### config.mk
export PLATFORM = sky130hd
export DESIGN_NAME = spi_slave_param
export DESIGN_NICKNAME = d
export VERILOG_FILES = /design/src/rtl/spi_slave_param.sv
export SDC_FILE = /design/constraint.sdc
export NUM_CORES = 1
export LEC_CHECK = 0
export ABC_AREA = 1
export BUFFER_PORTS_ARGS = -buffer_cell sky130_fd_sc_hd__clkbuf_2
export CORE_MARGIN = 2
export CORE_UTILIZATION = 50
export DETAILED_ROUTE_END_ITERATION = 6
export PLACE_DENSITY = 0.71
export RECOVER_POWER = 50
export SYNTH_ARGS = -nofsm -noshare
export SYNTH_HDL_FRONTEND = slang
export SYNTH_SLANG_ARGS = --single-unit
### constraint.sdc
create_clock -name clk -period 1.58 [get_ports clk]
set_input_delay 0.237 -clock clk [delete_from_list [all_inputs] [get_ports clk]]
set_output_delay 0.237 -clock clk [all_outputs]
set_load 0.05 [all_outputs]
### src/rtl/spi_slave_param.sv
// SPI slave between a serial master and the single-port RAM: it decodes {cmd, payload}
// frames into rx_data and shifts RAM read data back out on MISO.
module spi_slave_param #(
  parameter int W         = 8,
  parameter bit MSB_FIRST = 1'b1
) (
  input  logic         clk,
  input  logic         rst,
  input  logic         SS_n,
  input  logic         MOSI,
  input  logic         tx_valid,
  input  logic [W-1:0] tx_data,
  output logic         MISO,
  output logic         rx_valid,
  output logic [W+1:0] rx_data,
  output logic         frame_err,
  output logic         busy
);

  localparam logic [2:0] IDLE      = 3'd0;
  localparam logic [2:0] CHK_CMD   = 3'd1;
  localparam logic [2:0] WRITE     = 3'd2;
  localparam logic [2:0] READ_ADD  = 3'd3;
  localparam logic [2:0] READ_DATA = 3'd4;
  localparam logic [2:0] TX_WAIT   = 3'd5;
  localparam logic [2:0] TX_SHIFT  = 3'd6;

  localparam int          CW   = $clog2(W + 2);
  localparam logic [CW-1:0] LAST = CW'(W);
  localparam logic [CW-1:0] ONE  = CW'(1);

  logic [2:0]    state_r, state_s;
  logic [CW-1:0] cnt_r, cnt_s;
  logic [W-1:0]  shift_r, shift_s, shift_in_s;
  logic [1:0]    cmd_r, cmd_s;
  logic          illegal_r, illegal_s;
  logic          done_r, done_s;
  logic          rd_pending_r, rd_pending_s;
  logic [W-1:0]  tx_sr_r, tx_sr_s;
  logic          miso_r, miso_s;
  logic          rx_valid_r, rx_valid_s;
  logic [W+1:0]  rx_data_r, rx_data_s;
  logic          frame_err_r, frame_err_s;
  logic          busy_r;

  // Head bit and remainder of a word in wire order.
  function automatic logic tx_head(input logic [W-1:0] v);
    return MSB_FIRST ? v[W-1] : v[0];
  endfunction

  function automatic logic [W-1:0] tx_next(input logic [W-1:0] v);
    return MSB_FIRST ? {v[W-2:0], 1'b0} : {1'b0, v[W-1:1]};
  endfunction

  assign shift_in_s = MSB_FIRST ? {shift_r[W-2:0], MOSI} : {MOSI, shift_r[W-1:1]};

  // Next-state and output decode; done_r marks a finished frame waiting for SS_n to rise.
  always_comb begin
    state_s      = state_r;
    cnt_s        = cnt_r;
    shift_s      = shift_r;
    cmd_s        = cmd_r;
    illegal_s    = illegal_r;
    done_s       = done_r;
    rd_pending_s = rd_pending_r;
    tx_sr_s      = tx_sr_r;
    miso_s       = 1'b0;
    rx_valid_s   = 1'b0;
    rx_data_s    = rx_data_r;
    frame_err_s  = 1'b0;
    case (state_r)
      IDLE: begin
        if (!SS_n) begin
          state_s   = CHK_CMD;
          cnt_s     = '0;
          done_s    = 1'b0;
          illegal_s = 1'b0;
        end else begin
          state_s = IDLE;
        end
      end
      CHK_CMD: begin
        if (SS_n) begin
          frame_err_s = 1'b1;
          state_s     = IDLE;
        end else begin
          cmd_s = {MOSI, 1'b0};
          cnt_s = '0;
          if (!MOSI) state_s = WRITE;
          else if (rd_pending_r) state_s = READ_DATA;
          else state_s = READ_ADD;
        end
      end
      WRITE, READ_ADD, READ_DATA: begin
        if (done_r) begin
          if (SS_n) state_s = IDLE;
          else state_s = state_r;
        end else if (SS_n) begin
          frame_err_s = 1'b1;
          state_s     = IDLE;
        end else if (cnt_r == '0) begin
          cmd_s[0]  = MOSI;
          illegal_s = ((state_r == READ_ADD) && MOSI) || ((state_r == READ_DATA) && !MOSI);
          cnt_s     = cnt_r + ONE;
        end else begin
          shift_s = shift_in_s;
          cnt_s   = cnt_r + ONE;
          if (cnt_r == LAST) begin
            if (illegal_r) begin
              frame_err_s = 1'b1;
              done_s      = 1'b1;
            end else begin
              rx_valid_s = 1'b1;
              rx_data_s  = {cmd_r, shift_in_s};
              if (state_r == READ_DATA) begin
                state_s = TX_WAIT;
              end else begin
                done_s = 1'b1;
                if (state_r == READ_ADD) rd_pending_s = 1'b1;
                else rd_pending_s = rd_pending_r;
              end
            end
          end else begin
            done_s = 1'b0;
          end
        end
      end
      TX_WAIT: begin
        if (SS_n) begin
          frame_err_s = 1'b1;
          state_s     = IDLE;
        end else if (tx_valid) begin
          miso_s  = tx_head(tx_data);
          tx_sr_s = tx_next(tx_data);
          cnt_s   = ONE;
          done_s  = 1'b0;
          state_s = TX_SHIFT;
        end else begin
          state_s = TX_WAIT;
        end
      end
      TX_SHIFT: begin
        if (done_r) begin
          if (SS_n) state_s = IDLE;
          else state_s = TX_SHIFT;
        end else if (cnt_r == LAST) begin
          rd_pending_s = 1'b0;
          if (SS_n) state_s = IDLE;
          else done_s = 1'b1;
        end else if (SS_n) begin
          frame_err_s = 1'b1;
          state_s     = IDLE;
        end else begin
          miso_s  = tx_head(tx_sr_r);
          tx_sr_s = tx_next(tx_sr_r);
          cnt_s   = cnt_r + ONE;
        end
      end
      default: begin
        state_s = IDLE;
      end
    endcase
  end

  // State and registered outputs with synchronous reset.
  always_ff @(posedge clk) begin
    if (rst) begin
      state_r      <= IDLE;
      cnt_r        <= '0;
      shift_r      <= '0;
      cmd_r        <= 2'b00;
      illegal_r    <= 1'b0;
      done_r       <= 1'b0;
      rd_pending_r <= 1'b0;
      tx_sr_r      <= '0;
      miso_r       <= 1'b0;
      rx_valid_r   <= 1'b0;
      rx_data_r    <= '0;
      frame_err_r  <= 1'b0;
      busy_r       <= 1'b0;
    end else begin
      state_r      <= state_s;
      cnt_r        <= cnt_s;
      shift_r      <= shift_s;
      cmd_r        <= cmd_s;
      illegal_r    <= illegal_s;
      done_r       <= done_s;
      rd_pending_r <= rd_pending_s;
      tx_sr_r      <= tx_sr_s;
      miso_r       <= miso_s;
      rx_valid_r   <= rx_valid_s;
      rx_data_r    <= rx_data_s;
      frame_err_r  <= frame_err_s;
      busy_r       <= (state_s != IDLE);
    end
  end

  assign MISO      = miso_r;
  assign rx_valid  = rx_valid_r;
  assign rx_data   = rx_data_r;
  assign frame_err = frame_err_r;
  assign busy      = busy_r;

endmodule
* Word-level counts from Yosys, hierarchy flattened
Index checks and enable logic that the tools add are counted.
** Operators by class
- Bitwise operators :: 6
- Add/subtract/negate cells :: 1
- Equality and inequality tests :: 24
- Reduce and logical (&&, ||, !) cells :: 26
- Multiplexer cells :: 78
** Operator list (count)
- two-way mux 1 bit :: 43
- two-way mux 8 bit :: 5
- two-way mux 3 bit :: 13
- inequality test 2 bit, second input constant :: 17
- two-way mux 4 bit :: 7
- case mux 4 bit (4 select lines) :: 1
- case mux 8 bit (2 select lines) :: 1
- case mux 3 bit (5 select lines) :: 1
- AND reduction 6 bit :: 2
- AND reduction 10 bit :: 1
- AND reduction 5 bit :: 2
- == test 3 bit, second input constant :: 3
- case mux 1 bit (2 select lines) :: 4
- AND reduction 4 bit :: 2
- nonzero test 2 bit :: 4
- nonzero test 4 bit :: 2
- AND reduction 7 bit :: 1
- == test 3 x 2 -> 1 bit, second input constant :: 2
- NOT 1 bit :: 6
- OR reduction 6 bit :: 1
- adder 4 x 1 -> 4 bit, second input constant :: 1
- == test 4 bit, second input constant :: 1
- logical NOT 4 bit :: 1
- case mux 1 bit (4 select lines) :: 1
- other kinds (11) :: 13
** Word-level totals
- Bits of input ports :: 13
- Word-level logic and storage cells :: 149
- Output and inout bits :: 14
- Register bits :: 41

* Depth between registers and ports, before layout
Gate-level depths: netlist of run 1.
- Depth in word-level cells :: 9
- Depth in mapped cells :: 11
- Gate-level depth less buffers :: 10

* Least setup slack after synthesis of run 1
OpenSTA, ideal clock, no wires.
- Path type :: register to register
- Start point :: register cnt_r[0]
- End point :: register rx_data_r[0], in the netlist rx_data[0]
- Stages on the path, launching flop included :: 12
- Slack :: 132 ps
- Clock period less this slack :: 1448 ps
- Arrival :: 1316 ps
- Setup time :: 132 ps
- Path through :: dfxtp_1 > inv_1 > ha_1 > nand2_1 > nor2_1 > inv_2 > nand2_1 > nor2_1 > nand2_1 > buf_4 > nand2_1 > a21oi_1
** On the way
- Word-level cells in the longest chain between the ends :: 3
- Elaborated cells on any way between the ends :: 4
- Those cells by class :: eq/ne: 1; bitwise: 1; reduce/logical: 2
** Ends and longest elaborated chain
- start, declared :: RTL line 33 : logic [CW-1:0] cnt_r, cnt_s;
- start signal, assigned :: RTL line 183 : cnt_r <= cnt_s;
- logical NOT 4 bit :: RTL line 101 : end else if (cnt_r == '0) begin
- NOT 1 bit (no source line)
- AND reduction 6 bit (no source line) (*)
- end signal, assigned :: RTL line 192 : rx_data_r <= rx_data_s;
- end, declared :: RTL line 42 : logic [W+1:0] rx_data_r, rx_data_s;
Every way passes the cells marked *; elsewhere a longest branch is shown, timed or not.
A chain may end at the register's enable or synchronous reset.

* Worst setup path in the final report of run 1
- Start point :: register cnt_r[1]
- End point :: register tx_sr_r[1]
** On the way
- Word-level cells in the longest chain between the ends :: 3
** Ends and longest elaborated chain
- == test 4 bit :: RTL line 146 : end else if (cnt_r == LAST) begin
- inequality test 2 bit (no source line)
- AND reduction 6 bit (no source line)
- end signal, assigned :: RTL line 189 : tx_sr_r <= tx_sr_s;
- end, declared :: RTL line 39 : logic [W-1:0] tx_sr_r, tx_sr_s;
No other way between the ends.

==> results of run 1 <==
cell usage after synthesis:
cell / number
nand2_1: 66
dfxtp_1: 40
nor2_1: 39
a21oi_1: 24
o21ai_0: 23
nand3_1: 22
inv_1: 21
inv_2: 8
nand2_4: 5
o21ai_2: 5
buf_4: 4
nor3_1: 4
buf_2: 3
nor2_2: 3
nor2_4: 3
buf_6: 2
clkbuf_1: 2
ha_1: 2
nand3_2: 2
nand4_1: 2
o211ai_1: 2
clkinv_4: 1
nand2_2: 1
nand3b_1: 1
nand4_2: 1
o21a_1: 1
o21ai_1: 1
o21bai_1: 1
xnor2_1: 1
xor2_1: 1
cells by family after synthesis:
| family | after synthesis | synth area share (%) |
|---|---|---|
| compound gates | 57 | 15.4 |
| flops | 40 | 39.2 |
| simple gates | 149 | 33.9 |
| xor+xnor | 2 | 0.858 |
| fa+ha+maj | 2 | 1.23 |
| buf+inv | 41 | 9.44 |
sequential cells by signal (all words and copies together), names as in the netlist:
| signal | cells |
|---|---|
| MISO | 1 |
| busy | 1 |
| cmd_r | 2 |
| cnt_r | 4 |
| done_r | 1 |
| frame_err | 1 |
| illegal_r | 1 |
| rd_pending_r | 1 |
| rx_data | 10 |
| rx_valid | 1 |
| shift_r | 7 |
| state_r | 3 |
| tx_sr_r | 7 |
worst max-delay path, stage by stage (launching register included):
cell     delay (ns)
dfxtp_2        0.35
inv_1          0.07
ha_4           0.17
nand3_4        0.12
inv_2          0.08
o21ai_4        0.23
nand3_4        0.14
o21ai_1        0.15
nor2_1         0.05
cell type report:
class / instances / area share (%)
multi-input cells: 211 / 46.5
inverters: 30 / 4.84
repair buffers: 35 / 7.57
clock buffers: 5 / 2.83
clock inverters: 2 / 2.47
flip-flops and latches: 40 / 33.2
well taps: 50 / 2.57
how the worst max path moves through the flow:
stage | slack (ns) | end | start
2_1_floorplan | 0.13 | rx_data[0]$_SDFFE_PP0P_ | cnt_r[0]$_SDFFE_PP0P_
3_3_place_gp | -0.02 | tx_sr_r[1]$_SDFFE_PP0P_ | cnt_r[1]$_SDFFE_PP0P_
3_5_place_dp | -0.04 | tx_sr_r[1]$_SDFFE_PP0P_ | cnt_r[1]$_SDFFE_PP0P_
4_1_cts | -0.04 | tx_sr_r[1]$_SDFFE_PP0P_ | cnt_r[1]$_SDFFE_PP0P_
5_1_grt | 0.001 | cnt_r[1]$_SDFFE_PP0P_ | state_r[1]$_SDFF_PP0_
6_report | 0.13 | tx_sr_r[1]$_SDFFE_PP0P_ | cnt_r[1]$_SDFFE_PP0P_
what timing repair did:
item	CTS	global route
endpoints found under the setup margin	17	31
cloned	0	1
resized for setup	3	19
pin swaps	1	2
power by group:
| group | leakage [nW] | switching, W | internal, W |
|---|---|---|---|
| clock | 0.0642 | 0.000353 | 0.000622 |
| sequential | 0.325 | 0.00000902 | 0.00102 |
| combinational | 0.679 | 0.000101 | 0.0000499 |
| total | 1.07 | 0.000463 | 0.00169 |
per-layer routing:
layer / track usage (%) / share of wire, % / vias to the layer above
met3: 5.10 / 4.9 / 4
li1: - / - / 1003
met5: 0 / 0 / -
met1: 29.6 / 49 / 858
met4: 5.50 / 0.65 / 0
met2: 32.4 / 45 / 43
through the flow:
| stage | setup slack (ns) | cell area [um^2] |
|---|---|---|
| final | 0.128 | 2430 |
| after CTS | -0.0447 | 2370 |
| after global routing | 0.00148 | 2430 |
| after global placement | -0.0155 | 2230 |
| after floorplan | 0.132 | 2040 |
| after detailed placement | -0.0373 | 2230 |
==> impl_metrics.json, run 1 <==
{
  "holdPathStages": 4,
  "worstHoldEndpoint": "state_r[1]$_SDFF_PP0_",
  "n_fill_cell": 373,
  "cts_setup_buffers": 0,
  "cts_tree": "yes",
  "synth_area_leaders": "dfxtp_1 39%, nand2_1 12%, nor2_1 7.2%, a21oi_1 5.9%, o21ai_0 5.6%",
  "slew_violations": 0,
  "firstDrtPassIters": 4,
  "boundaryPins": 27,
  "setup_violations": 0,
  "dieArea_mm2": 0.00461,
  "hold_violations": 0,
  "syn_avg_cell_area_um2": 7.02,
  "synthCells": 291,
  "worstHoldPathType": "in -> reg",
  "crit_path_end_kind": "flip-flop",
  "p_total_w": 0.00215,
  "cts_sinks": 40,
  "cts_hold_buf": 0,
  "grt_pass1_vias": 1591,
  "diodes": 0,
  "layout_common_cells": "64 x nand2_1, 39 x nor2_1, 36 x dfxtp_1",
  "drt_iter0_drc": 114,
  "numCtsBuffers": 5,
  "routedWlPerCell_um": 12.0,
  "tns_ns": 0,
  "std_cell_rows": 23,
  "syn_nets": 306,
  "drc_errors": 0,
  "synth-seq-area-share_pct": 39.2,
  "final_cells": 373,
  "critPathArrivalTime_ns": 1.64,
  "routed_via_density": 5.12,
  "fin_crit_ns": 1.45,
  "rrSetupSlack_ns": 0.13,
  "min_period_over_period_pct": 91.9,
  "holdWs_ns": 0.239,
  "vias": 1908,
  "fp.dieW_um": 67.9,
  "ctsHtreeMaxLevel": 2,
  "hold_start": "rst",
  "cts.clk_slew.worst_paths_ns": 0.08,
  "clk_latency_ns": 0.29,
  "coreArea_mm2": 0.00397,
  "synth_seq_cells": 40,
  "synth.distinct_cells": 30,
  "netlist_area_mm2": 0.00204,
  "antenna_left": 0,
  "yosys_warnings": 0,
  "drt_wl_total_um": 4490,
  "start_kind": "flip-flop",
  "grt_start_max_net_pins": 22,
  "clockBufferDepth": 2,
  "powerDensity_mw_per_mm2": 886,
  "area_delta_synth_final_pct": 19.0,
  "tightestPinTransition_ns": 0.598,
  "status": "completed",
  "grt.overflow.total": 0,
  "fin_skew_ns": 0.00386,
  "grt_pass1_wl_um": 7290,
  "regToRegEndpoint": "tx_sr_r[1]$_SDFFE_PP0P_",
  "drv_cap": 0,
  "place.gp.congestion": 0.877,
  "path_class": "reg -> reg",
  "layout-drive-gt1-share_pct": 20.7,
  "dp.cells": 365,
  "timing.rr.start": "cnt_r[1]$_SDFFE_PP0P_",
  "nets": 338,
  "utilization_pct": 61.2,
  "cts-root-buf": "clkbuf_8",
  "grt_usage_pct": 21.1,
  "synth_area_leader_cell": "dfxtp_1",
  "rr_worst_depth": 8,
  "fp.dieH_um": 67.9,
  "initial_utilization_pct": 51.4,
  "fmax_ghz": 0.689,
  "synth_top_area_share_pct": 39.2,
  "ir_drop_v": 0.000407,
  "layout_commonest_cell": "nand2_1",
  "slew_headroom_pct": 60.3,
  "antenna_found_initial": 0,
  "portBuffers": 26,
  "p_leak_nw": 1.07,
  "required_ns": 1.76,
  "cp_max_fo": 7,
  "hpwlAfterDp_um": 3130,
  "rsz0062_at_grt": "false",
  "multi_input_area_mm2": 0.00113,
  "seq_area_um2": 806
}
Note: power is estimated with default switching activity, not from simulation.
==> run 2: changes to the inputs <==
--- a/config.mk
+++ b/config.mk
@@ -12,6 +12,7 @@
 export DETAILED_ROUTE_END_ITERATION = 6
 export PLACE_DENSITY = 0.71
 export RECOVER_POWER = 50
+export SETUP_SLACK_MARGIN = 0.15
 export SYNTH_ARGS = -nofsm -noshare
 export SYNTH_HDL_FRONTEND = slang
 export SYNTH_SLANG_ARGS = --single-unit
==> run 2 against run 1 <==
Critical path type unchanged. Non-clock buffer count increased by 3. Largest power group unchanged. Worst hold slack got worse by 0.014 ns. Maximum frequency decreased by 0.12%.
==> impl_metrics.json, run 2 (synthesis results as in run 1) <==
{
  "drc_errors": 0,
  "pwr-share-clk_pct": 42.2,
  "fin_crit_ns": 1.45,
  "numCtsBuffers": 5,
  "required_ns": 1.78,
  "switching_power_w": 0.000507,
  "fin_skew_ns": 0.00868,
  "intPower_w": 0.00154,
  "fp.dieW_um": 67.9,
  "firstDrtPassIters": 4,
  "grt_start_max_net_pins": 22,
  "dieArea_mm2": 0.00461,
  "routed_via_density": 5.31,
  "coreArea_mm2": 0.00397,
  "powerDensity_mw_per_mm2": 804,
  "setup_violations": 0,
  "cts_sinks": 40,
  "clk_latency_ns": 0.30,
  "pwr-share-seq_pct": 49.9,
  "diodes": 0,
  "place.gp.congestion": 0.929,
  "tns_ns": 0,
  "crit_path_end_kind": "flip-flop",
  "drv_cap": 0,
  "slew_violations": 0,
  "antenna_found_initial": 0,
  "vias": 2008,
  "cts_tree": "yes",
  "hpwlAfterDp_um": 3230,
  "grt_usage_pct": 22.3,
  "layout_commonest_cell": "nand2_1",
  "drt_wl_total_um": 4930,
  "setup_ws_ns": 0.126,
  "cts-root-buf": "clkbuf_8",
  "ir_drop_v": 0.000569,
  "nets": 342,
  "layout-drive-gt1-share_pct": 28.0,
  "start_kind": "flip-flop",
  "routedWlPerCell_um": 13.0,
  "min_period_over_period_pct": 92.0,
  "grt_pass1_wl_um": 7770,
  "largest_reg_flops": 10,
  "tightestPinTransition_ns": 0.604,
  "fp.dieH_um": 67.9,
  "hold_violations": 0,
  "fmax_ghz": 0.688,
  "layout_common_cells": "62 x nand2_1, 38 x nor2_1, 35 x dfxtp_1",
  "multi_input_area_mm2": 0.00122,
  "portBuffers": 26,
  "p_sw_share_pct": 24.7,
  "cts.clk_slew.worst_paths_ns": 0.08,
  "std_cell_rows": 23,
  "clockBufferDepth": 2,
  "grt.overflow.total": 0,
  "critPathArrivalTime_ns": 1.65,
  "worstHoldPathType": "in -> reg",
  "drt_iter0_drc": 86,
  "n_fill_cell": 357,
  "status": "completed",
  "seq_area_um2": 810,
  "area_delta_synth_final_pct": 24.9,
  "comb_power_share_pct": 7.9,
  "rsz0062_at_grt": "true",
  "initial_utilization_pct": 51.4,
  "antenna_left": 0,
  "path_class": "reg -> reg",
  "boundaryPins": 27,
  "grt_pass1_vias": 1745,
  "cp_max_fo": 6,
  "utilization_pct": 64.2,
  "preCtsSetupSlack_ns": 0.0129,
  "slew_headroom_pct": 59.9,
  "p_leak_nw": 1.08,
  "ctsHtreeMaxLevel": 2
}
## run 2: layout make-up
type                    instances  area share, %
flip-flops and latches         40           31.7
well taps                      50           2.45
clock buffers                   5           2.70
repair buffers                 38           8.54
multi-input cells             212           48.0
clock inverters                 3           1.82
inverters                      30           4.71
## run 2: power groups by stage
stage	logic, W	clock network (W)	registers, W
6_report	0.000161	0.000866	0.00102
5_1_grt	0.000178	0.000929	0.00103
4_1_cts	0.000150	0.000890	0.00102
3_5_place_dp	0.000145	0	0.00105
3_3_place_gp	0.000146	0	0.00105
2_1_floorplan	0.0000898	0	0.00106
## run 2: what timing repair did
item / in CTS / in global routing
resized for setup: 18 / 34
cloned: 2 / 1
setup endpoints to repair: 24 / 36
setup buffers: 0 / 2
hold buffers: 0 / 0
pin swaps: 4 / 18
## run 2: per-layer routing
metal,wire (um),vias up,global-route usage [%]
met2,2260,57,34.6
met5,0,-,0
met1,2290,926,30.2
met4,81,0,8.50
li1,-,1017,-
met3,293,8,5.26
## run 2: per-stage QoR
step	area [um^2]	instances	total power, W	hold WS [ns]
after floorplan	2040	291	0.00115	0.306
final	2550	378	0.00205	0.225
after detailed placement	2230	365	0.00119	0.453
after global placement	2230	365	0.00119	0.450
after CTS	2430	375	0.00206	0.219
after global routing	2550	378	0.00213	0.237
## run 2: worst max-delay path, cell delays in order, from the launching register on
cell and delay [ns]:
dfxtp_2 0.35, inv_2 0.05, ha_4 0.16, nand3_4 0.13, inv_4 0.06, o21ai_4 0.17
nand3_1 0.23, nor2_1 0.15, nor2_1 0.06
## run 2: path summary, 6_finish.rpt
| check | start | end | cells past startpoint | slack [ns] |
|---|---|---|---|---|
| worst max-delay path | cnt_r[1]$_SDFFE_PP0P_ | tx_sr_r[5]$_SDFFE_PP0P_ | 8 | 0.13 |
| worst min-delay path | rst | state_r[1]$_SDFF_PP0_ | 4 | 0.23 |
| worst max register to register | cnt_r[1]$_SDFFE_PP0P_ | tx_sr_r[5]$_SDFFE_PP0P_ | 8 | 0.13 |
| worst min register to register | cmd_r[0]$_SDFFE_PP0P_ | cmd_r[0]$_SDFFE_PP0P_ | 2 | 0.48 |
